### src/rtl/mult_arb_pkg.sv
// Shared sizing helpers and types for the multiplier arbiter slice.
package mult_arb_pkg;

  // Largest requester count the arbiter and index helper support.
  localparam int MAX_NREQ = 16;
  localparam int IDX_W    = $clog2(MAX_NREQ);

  // Default geometry of the shared multiplier port.
  localparam int EXP_DEF  = 8;
  localparam int MAN_DEF  = 23;
  localparam int NREQ_DEF = 4;

  // Float word width: {sign, exponent, mantissa}.
  function automatic int fw(input int exp_w, input int man_w);
    return man_w + exp_w + 1;
  endfunction

  // Width of a round-robin pointer over n requesters (at least one bit).
  function automatic int ptr_width(input int n);
    return (n > 1) ? $clog2(n) : 1;
  endfunction

  localparam int PTR_W = ptr_width(NREQ_DEF);

  // Index of the lowest set bit of a one-hot vector; zero when none is set.
  function automatic logic [IDX_W-1:0] oh2idx(input logic [MAX_NREQ-1:0] oh);
    logic [IDX_W-1:0] idx;
    idx = '0;
    for (int i = MAX_NREQ - 1; i >= 0; i--) begin
      if (oh[i]) idx = IDX_W'(i);
    end
    return idx;
  endfunction

endpackage

### src/rtl/mult.sv
// Combinational float multiplier: signed exponent field, hidden leading one,
// truncating normalization, flush below range and saturation above range.
// The most negative exponent code encodes zero.
module mult
  import mult_arb_pkg::*;
#(
  parameter int EXP = 8,
  parameter int MAN = 23
) (
  input  logic [fw(EXP, MAN)-1:0] a_i,
  input  logic [fw(EXP, MAN)-1:0] b_i,
  output logic [fw(EXP, MAN)-1:0] p_o
);

  localparam int W      = fw(EXP, MAN);
  localparam int PW     = 2 * (MAN + 1);
  localparam int EMAX_I = 2 ** (EXP - 1) - 1;
  localparam logic [EXP-1:0] ZCODE     = {1'b1, {(EXP-1){1'b0}}};
  localparam logic [EXP-1:0] EMAX_CODE = {1'b0, {(EXP-1){1'b1}}};

  logic                  sign;
  logic [EXP-1:0]        ea;
  logic [EXP-1:0]        eb;
  logic [PW-1:0]         prod;
  logic signed [EXP+1:0] esum;
  logic [MAN-1:0]        man;
  logic                  unused_low;

  // Multiply significands, add exponents, renormalize and clamp to range.
  always_comb begin
    sign = a_i[W-1] ^ b_i[W-1];
    ea   = a_i[W-2:MAN];
    eb   = b_i[W-2:MAN];
    prod = PW'({1'b1, a_i[MAN-1:0]}) * PW'({1'b1, b_i[MAN-1:0]});
    esum = $signed({{2{ea[EXP-1]}}, ea}) + $signed({{2{eb[EXP-1]}}, eb})
         + $signed({{(EXP+1){1'b0}}, prod[PW-1]});
    man  = prod[PW-1] ? prod[PW-2 -: MAN] : prod[PW-3 -: MAN];
    if (ea == ZCODE || eb == ZCODE || int'(esum) < -EMAX_I) begin
      p_o = {1'b0, ZCODE, {MAN{1'b0}}};
    end else if (int'(esum) > EMAX_I) begin
      p_o = {sign, EMAX_CODE, {MAN{1'b1}}};
    end else begin
      p_o = {sign, esum[EXP-1:0], man};
    end
  end

  assign unused_low = ^prod[PW-MAN-3:0];

endmodule

### src/rtl/rr_arbiter.sv
// Rotating-priority arbiter: grants the first valid requester at or after
// the pointer, then moves the pointer just past the winner.
module rr_arbiter
  import mult_arb_pkg::*;
#(
  parameter int NREQ = 4
) (
  input  logic            clk,
  input  logic            rst,
  input  logic            en_i,
  input  logic [NREQ-1:0] req_valid_i,
  output logic [NREQ-1:0] grant_o
);

  localparam int PW = ptr_width(NREQ);

  logic [PW-1:0] ptr_q;
  logic [PW-1:0] ptr_d;

  // Scan requesters in rotation order from ptr and pick the first valid one.
  always_comb begin
    int  idx;
    logic found;
    idx     = 0;
    found   = 1'b0;
    grant_o = '0;
    ptr_d   = ptr_q;
    for (int k = 0; k < NREQ; k++) begin
      idx = int'(ptr_q) + k;
      if (idx >= NREQ) idx = idx - NREQ;
      if (!found && en_i && !rst && req_valid_i[idx]) begin
        found        = 1'b1;
        grant_o[idx] = 1'b1;
        if (idx == NREQ - 1) ptr_d = '0;
        else                 ptr_d = PW'(idx + 1);
      end
    end
  end

  // Pointer advances only on a grant and restarts at requester 0 on reset.
  always_ff @(posedge clk) begin
    if (rst) ptr_q <= '0;
    else     ptr_q <= ptr_d;
  end

endmodule

### src/rtl/mult_arb.sv
// Shares one combinational multiplier between NREQ requesters: one grant per
// cycle, operands registered in S1, product registered in S2 with a one-hot tag.
module mult_arb
  import mult_arb_pkg::*;
#(
  parameter int EXP  = 8,
  parameter int MAN  = 23,
  parameter int NREQ = 4
) (
  input  logic                         clk,
  input  logic                         rst,
  input  logic                         en,
  input  logic [NREQ-1:0]              req_valid,
  input  logic [NREQ*fw(EXP,MAN)-1:0]  req_a,
  input  logic [NREQ*fw(EXP,MAN)-1:0]  req_b,
  output logic [NREQ-1:0]              req_ready,
  output logic                         rsp_valid,
  output logic [NREQ-1:0]              rsp_tag,
  output logic [fw(EXP,MAN)-1:0]       rsp_data,
  output logic                         busy
);

  localparam int W = fw(EXP, MAN);

  logic [NREQ-1:0]  grant;
  logic [IDX_W-1:0] sel_idx;
  logic [W-1:0]     s1_a_d;
  logic [W-1:0]     s1_b_d;
  logic             s1_v_q;
  logic [W-1:0]     s1_a_q;
  logic [W-1:0]     s1_b_q;
  logic [NREQ-1:0]  s1_tag_q;
  logic [W-1:0]     prod;
  logic             rsp_valid_q;
  logic [NREQ-1:0]  rsp_tag_q;
  logic [W-1:0]     rsp_data_q;

  rr_arbiter #(.NREQ(NREQ)) u_arb (
    .clk         (clk),
    .rst         (rst),
    .en_i        (en),
    .req_valid_i (req_valid),
    .grant_o     (grant)
  );

  // Route the granted requester's operand pair towards S1.
  always_comb begin
    sel_idx = oh2idx(MAX_NREQ'(grant));
    s1_a_d  = '0;
    s1_b_d  = '0;
    for (int i = 0; i < NREQ; i++) begin
      if (sel_idx == IDX_W'(i)) begin
        s1_a_d = req_a[i*W +: W];
        s1_b_d = req_b[i*W +: W];
      end
    end
  end

  // S1 captures operands and tag on a grant; an idle cycle leaves a bubble.
  always_ff @(posedge clk) begin
    if (rst) begin
      s1_v_q   <= 1'b0;
      s1_a_q   <= '0;
      s1_b_q   <= '0;
      s1_tag_q <= '0;
    end else begin
      s1_v_q <= |grant;
      if (|grant) begin
        s1_a_q   <= s1_a_d;
        s1_b_q   <= s1_b_d;
        s1_tag_q <= grant;
      end
    end
  end

  mult #(.EXP(EXP), .MAN(MAN)) u_mult (
    .a_i (s1_a_q),
    .b_i (s1_b_q),
    .p_o (prod)
  );

  // S2 holds the product and its requester tag for exactly one cycle.
  always_ff @(posedge clk) begin
    if (rst) begin
      rsp_valid_q <= 1'b0;
      rsp_tag_q   <= '0;
      rsp_data_q  <= '0;
    end else begin
      rsp_valid_q <= s1_v_q;
      rsp_tag_q   <= s1_tag_q;
      rsp_data_q  <= prod;
    end
  end

  // Reset suppresses valid and busy immediately so a discarded result is never seen.
  assign req_ready = grant;
  assign rsp_valid = rsp_valid_q & ~rst;
  assign rsp_tag   = rsp_tag_q;
  assign rsp_data  = rsp_data_q;
  assign busy      = (s1_v_q | rsp_valid_q) & ~rst;

endmodule

### config.mk
export PLATFORM = sky130hd
export DESIGN_NAME = mult_arb
export DESIGN_NICKNAME = d
export VERILOG_FILES = /design/src/rtl/mult_arb_pkg.sv /design/src/rtl/mult.sv /design/src/rtl/rr_arbiter.sv /design/src/rtl/mult_arb.sv
export SDC_FILE = /design/constraint.sdc
export NUM_CORES = 2
export LEC_CHECK = 0
export CORE_MARGIN = 2
export CORE_UTILIZATION = 40
export CTS_CLUSTER_DIAMETER = 200
export CTS_CLUSTER_SIZE = 30
export DETAILED_ROUTE_END_ITERATION = 8
export HOLD_SLACK_MARGIN = 0.06
export PLACE_DENSITY_LB_ADDON = 0.12
export SLEW_MARGIN = 20
export SYNTH_ARGS = -nofsm -noshare
export SYNTH_HDL_FRONTEND = slang
export SYNTH_SLANG_ARGS = --single-unit
### constraint.sdc
create_clock -name clk -period 8.9 [get_ports clk]
set_clock_uncertainty 0.2 [all_clocks]
set_input_delay 1.78 -clock clk [delete_from_list [all_inputs] [get_ports clk]]
set_output_delay 1.78 -clock clk [all_outputs]
set_load 0.1 [all_outputs]
; Word-level counts from Yosys, hierarchy flattened
; Cells that the tools add are included.
[word_totals]
regBits = 108
inputBits = 263
[classes]
muxes = 54
add_sub_neg = 13
n_lt_le_gt_ge = 14
n_eq_ne = 9
bitwise_logic = 8
n_reduce_logical = 25
multipliers = 1
[ops]
columns = op, n
row1 = 2-to-1 mux 32 bit, 12
row2 = "equality test 32 x 3 -> 1 bit, second input constant", 4
row3 = ">= comparator 32 x 1 -> 1 bit, second input constant", 4
row4 = "< comparator 32 x 4 -> 1 bit, second input constant", 4
row5 = ">= comparator 32 x 4 -> 1 bit, second input constant", 3
row6 = "subtractor 32 x 4 -> 32 bit, second input constant", 3
row7 = 2-to-1 mux 31 bit, 2
row8 = multiplier 24 x 24 -> 48 bit, 1
row9 = 2-to-1 mux 4 bit, 7
row10 = 2-to-1 mux 23 bit, 1
row11 = 2-to-1 mux 2 bit, 9
row12 = "equality test 8 bit, second input constant", 2
row13 = logical AND 1 bit, 15
row14 = 2-to-1 mux 1 bit, 15
row15 = OR 4 bit, 3
row16 = adder 9 x 2 -> 10 bit, 1
row17 = "greater-than comparator 10 x 8 -> 1 bit, second input constant", 1
row18 = "< comparator 10 x 8 -> 1 bit, second input constant", 1
row19 = adder 8 x 8 -> 9 bit, 1
row20 = "adder 2 bit, second input constant", 4
row21 = binary-select mux 1 bit (select 2 bit), 4
row22 = demux 1 bit (select 2 bit), 4
row23 = "equality test 4 x 2 -> 1 bit, second input constant", 2
row24 = "adder 2 x 2 -> 3 bit, second input constant", 2
row25 = 14 further kinds, 19

; Logic depth before layout (Yosys ltp)
[depth]
depth_word = 31
depth_mapped = 39
depth_no_buf = 35

; Modules after synthesis
; From an unflattened synthesis, not the netlist that was laid out.
[unflattened]
hier_cells = 3043
hier_area_um2 = 25210.4
[modules_own_cells]
columns = mod, cells_per_inst, area_per_inst_um2, n_inst
row1 = mult, 2233, 19143.4, 1
row2 = mult_arb, 749, 5520.3, 1
row3 = rr_arbiter, 61, 546.8, 1

; Worst setup path before layout
; No wires, ideal clock.
[synth_timing]
path_kind = register to register
from = reg s1_a_q[11]
to = reg rsp_data_q[10], in the netlist rsp_data[10]
n_path_buf = 4
synth_period_minus_slack_ps = 9480
required_ps = 8614
stages_incl_launch_ff = 40
t_arrival_ps = 9194
slack_ps = -580
path_cell_list = dfxtp_1 clkbuf_1 nand2_1 fa_1 inv_1 fa_1 inv_1 fa_1 inv_1 fa_1 inv_1 fa_1 inv_1 fa_1 inv_1 fa_1 inv_1 ha_1 (+4 left out) o2111ai_1 a41o_1 or3_1 buf_2 inv_2 buf_2 fa_1 fa_1 a21o_1 a21oi_1 o21bai_1 a31o_2 a311oi_1 clkbuf_1 nor2_1 mux2i_1 nor2_1 a211oi_1
[synth_via]
elab_chain_cells = 5
elab_cells_between_ends = 8
[synth_lines]
columns = item, line
row1 = "start, declared", mult_arb.sv:30  ; logic [W-1:0] s1_a_q;
row2 = "start signal, assigned", mult_arb.sv:63  ; s1_a_q <= '0;
row3 = "start signal, assigned", mult_arb.sv:69  ; s1_a_q <= s1_a_d;
row4 = multiplier 24 x 24 -> 48 bit (*), mult.sv:34  ; prod = PW'({1'b1, a_i[MAN-1:0]}) * PW'({1'b1, b_i[MAN-1:0]});
row5 = adder 9 x 2 -> 10 bit, mult.sv:36  ; + $signed({{(EXP+1){1'b0}}, prod[PW-1]});
row6 = < comparator 10 x 8 -> 1 bit, mult.sv:38  ; if (ea == ZCODE || eb == ZCODE || int'(esum) < -EMAX_I) begin
row7 = logical OR 1 bit, mult.sv:38
row8 = OR reduction 2 bit (no line), --
row9 = "end signal, assigned", mult_arb.sv:91  ; rsp_data_q <= prod;
row10 = "end, declared", mult_arb.sv:36  ; logic [W-1:0] rsp_data_q;
; Every way passes the cells marked *; elsewhere a longest branch is shown, timed or not.
; A chain may end at the register's enable or synchronous reset.

; Worst setup path after layout
[layout_timing]
from = reg s1_a_q[15]
to = reg rsp_data_q[16], in the netlist rsp_data[16]
; The elaborated chain is that of the path after synthesis.

==> impl_metrics.json <==
{
  "relSlewSlack_pct": 24.3,
  "wl_per_cell_um": 22.6,
  "core_sq_um": 59100,
  "tightest_slew_ps": 1130,
  "grt_pass1_wl_mm": 139,
  "path_class": "register to register",
  "holdBufCountCts": 0,
  "cp-end-kind": "register",
  "dp_hpwl_mm": 74.5,
  "status": "finished, violations left",
  "cp.arrival_ps": 9060,
  "async_flop_share_pct": 0,
  "fin_crit_ps": 8950,
  "p_comb_share_pct": 87.9,
  "met2_length_mm": 45.7,
  "yosysSeqAreaShare_pct": 9.02,
  "grt_util_all_layers_pct": 29.7,
  "hold_class": "register to register",
  "utilization_pct": 54.7,
  "cts.path.max_buffers": 2,
  "antenna_found_initial": 4,
  "die_w_um": 249,
  "areaGrowthSynthToFinish_pct": 35.1,
  "ys_ff_latch": 108,
  "ys_warn_count": 0,
  "tns_ps": -188,
  "routedLengthMet1_mm": 37.1,
  "setup_viol": 10,
  "crit_slowest_cell": "fa_1",
  "cts_buffers": 9,
  "drive_gt1_share_pct": 22.1,
  "grt_remaining_overflow": 0,
  "worst_setup_path_start_kind": "register",
  "grt_pass1_vias": 23172,
  "internal-power_uw": 4670,
  "start_util_pct": 40.5,
  "cts-root-buf": "clkbuf_16",
  "critical_path.startpoint": "s1_a_q[15]",
  "drv_cap": 0,
  "multi_input_area_sq_um": 19900,
  "ir_drop_mv": 0.342,
  "ant_nets": 0,
  "worst_slack_ps": -50.8,
  "drc": 3,
  "max_freq_ghz": 0.112,
  "io_buffers": 304,
  "worstSkewPairLatency_ps": 390,
  "min_period_over_period_pct": 101,
  "final_nets": 4161,
  "worst-path-buf-inv": 9,
  "routed.top_layer": "met5",
  "synth_cells": 2676,
  "grt_max_degree": 68,
  "rsz0062_at_grt": "true",
  "power_uw": 10300,
  "drt_wl_total_mm": 90.6,
  "syn_area_per_cell_sq_um": 8.96,
  "cp_max_fo": 6,
  "synth_fp_nets": 3605,
  "power_density_nw_per_um2": 319,
  "seq_area_sq_um": 2290,
  "vias": 21388,
  "synth-edff-count": 0,
  "clock_sink_count": 108,
  "hold_viol": 0,
  "pwr-share-seq_pct": 8.0,
  "p_switching_uw": 5650,
  "power.leakage_uw": 0.0151,
  "dr.pass1.iters": 9,
  "nFillCells": 5426,
  "worst_hold_slack_ps": 275,
  "cts_tree": "done",
  "via_per_inst": 5.33,
  "dr_wl_met3_mm": 5.10,
  "slowest_delay_ps": 550,
  "violations": "DRC, setup timing",
  "synth_cell_types": 70,
  "gp_congestion": 0.933,
  "required_ps": 9010,
  "timing.rr.start": "s1_a_q[15]",
  "rows": 89,
  "crit_family": "adder cells",
  "cp_common_cell": "fa_1",
  "die_h_um": 249,
  "hold_path.startpoint": "s1_v_q",
  "syn_area_sq_um": 24000,
  "io_pins": 305,
  "die_area_sq_um": 61900,
  "clkPwrFrac_pct": 4.1,
  "p_sw_share_pct": 54.8,
  "drtIter0Drc": 1586,
  "path_clk_slew_ps": 90,
  "ys.flop_type": "dfxtp_1",
  "cts.htree.levels": 3,
  "final_max_slew_viol_count": 0
}
[power groups by stage]
stage | clock, uW | sequential (uW) | combinational [uW]
6_report | 418 | 829 | 9070
5_1_grt | 442 | 838 | 9980
3_3_place_gp | 0 | 840 | 7760
3_5_place_dp | 0 | 837 | 7800
2_1_floorplan | 0 | 1050 | 4300
4_1_cts | 434 | 829 | 8560
[sequential cells by signal, indices dropped and copies added, names as in the netlist]
| register | cells |
|---|---|
| rsp_data | 32 |
| rsp_tag | 4 |
| rsp_valid_q | 1 |
| s1_a_q | 32 |
| s1_b_q | 32 |
| s1_tag_q | 4 |
| s1_v_q | 1 |
| u_arb.ptr_q | 2 |
[stage by stage]
step	instance area (sq um)	std cells	setup slack, ps
after floorplan	24200	2676	0.163
after global placement	30000	3903	-528
after detailed placement	30000	3903	-587
after CTS	31700	3986	-4.53
after global routing	32400	4010	-312
final	32400	4011	-50.8
[logic make-up (layout without fill, tap and decap cells)]
group	count (synthesis)	after routing	synth area share [%]
simple gates	783	783	16.2
buf+inv	684	1244	11.2
compound gates	400	400	12.1
flops	108	108	9.02
other cells	0	2	0
fa+ha+maj	666	666	49.9
xor+xnor	26	26	0.950
mux	9	9	0.590
[layout make-up]
type | count | area share, %
inverter | 529 | 6.21
clock inverter | 5 | 0.139
multi-input combinational | 1884 | 61.5
clock buffer | 10 | 0.738
timing repair buffer | 700 | 21.3
tap | 773 | 2.99
sequential | 108 | 7.06
antenna | 2 | 0.0155
[routing by layer]
layer  GRT usage (%)  up-vias
met3            4.62      126
li1                -     9542
met1            37.8    11032
met2            52.0      686
met4            8.83        2
met5               0        -
[timing repair]
action,4_1_cts,5_1_grt
endpoints found under the setup margin,32,32
gates resized for setup,215,118
endpoints found under the hold margin,0,0
setup buffers,67,23
cloned,3,3
pin swaps,122,47
[layout by cell type, fill, tap and decap left out, drive strengths merged, types with 7 or more instances in the layout]
cell type      count
a21o              18
xor2              15
inv              524
dfxtp            108
nand3              8
nand4             10
nor2b             13
clkdlybuf4s50    304
nor3              11
nand2b             7
o2bb2ai           64
a21oi            126
xnor2             11
clkbuf            12
clkinvlp           7
nand2            333
ha               183
a211oi            25
o21bai             8
buf              394
o21ai             36
a221oi             7
a31oi              8
or2               67
fa               483
and2             218
or3                8
nor2              88
a222oi            64
[cell usage after synthesis, drive strengths merged, types with 10 or more instances]
master,number,area share [%]
buf,29,0.98
a21o,18,0.56
xor2,15,0.55
o2bb2ai,64,2.3
clkbuf,126,2.0
o21ai,36,0.75
dfxtp,108,9.0
nor2,88,1.5
inv,527,8.3
a222oi,64,2.7
or2,67,1.7
nand4,10,0.26
nor3,11,0.23
nor2b,13,0.34
xnor2,11,0.40
fa,483,40
a211oi,25,0.80
ha,183,9.6
and2,218,5.7
a21oi,126,2.6
nand2,333,5.2
[path summary, 6_finish.rpt]
kind	end	slack, ps	cells past startpoint
worst max-delay path	rsp_data[16]	-50	35
worst min-delay path	rsp_valid_q	270	1
worst max register to register	rsp_data[16]	-50	35
worst min register to register	rsp_valid_q	270	1
Power figures use the tool's default switching activity.
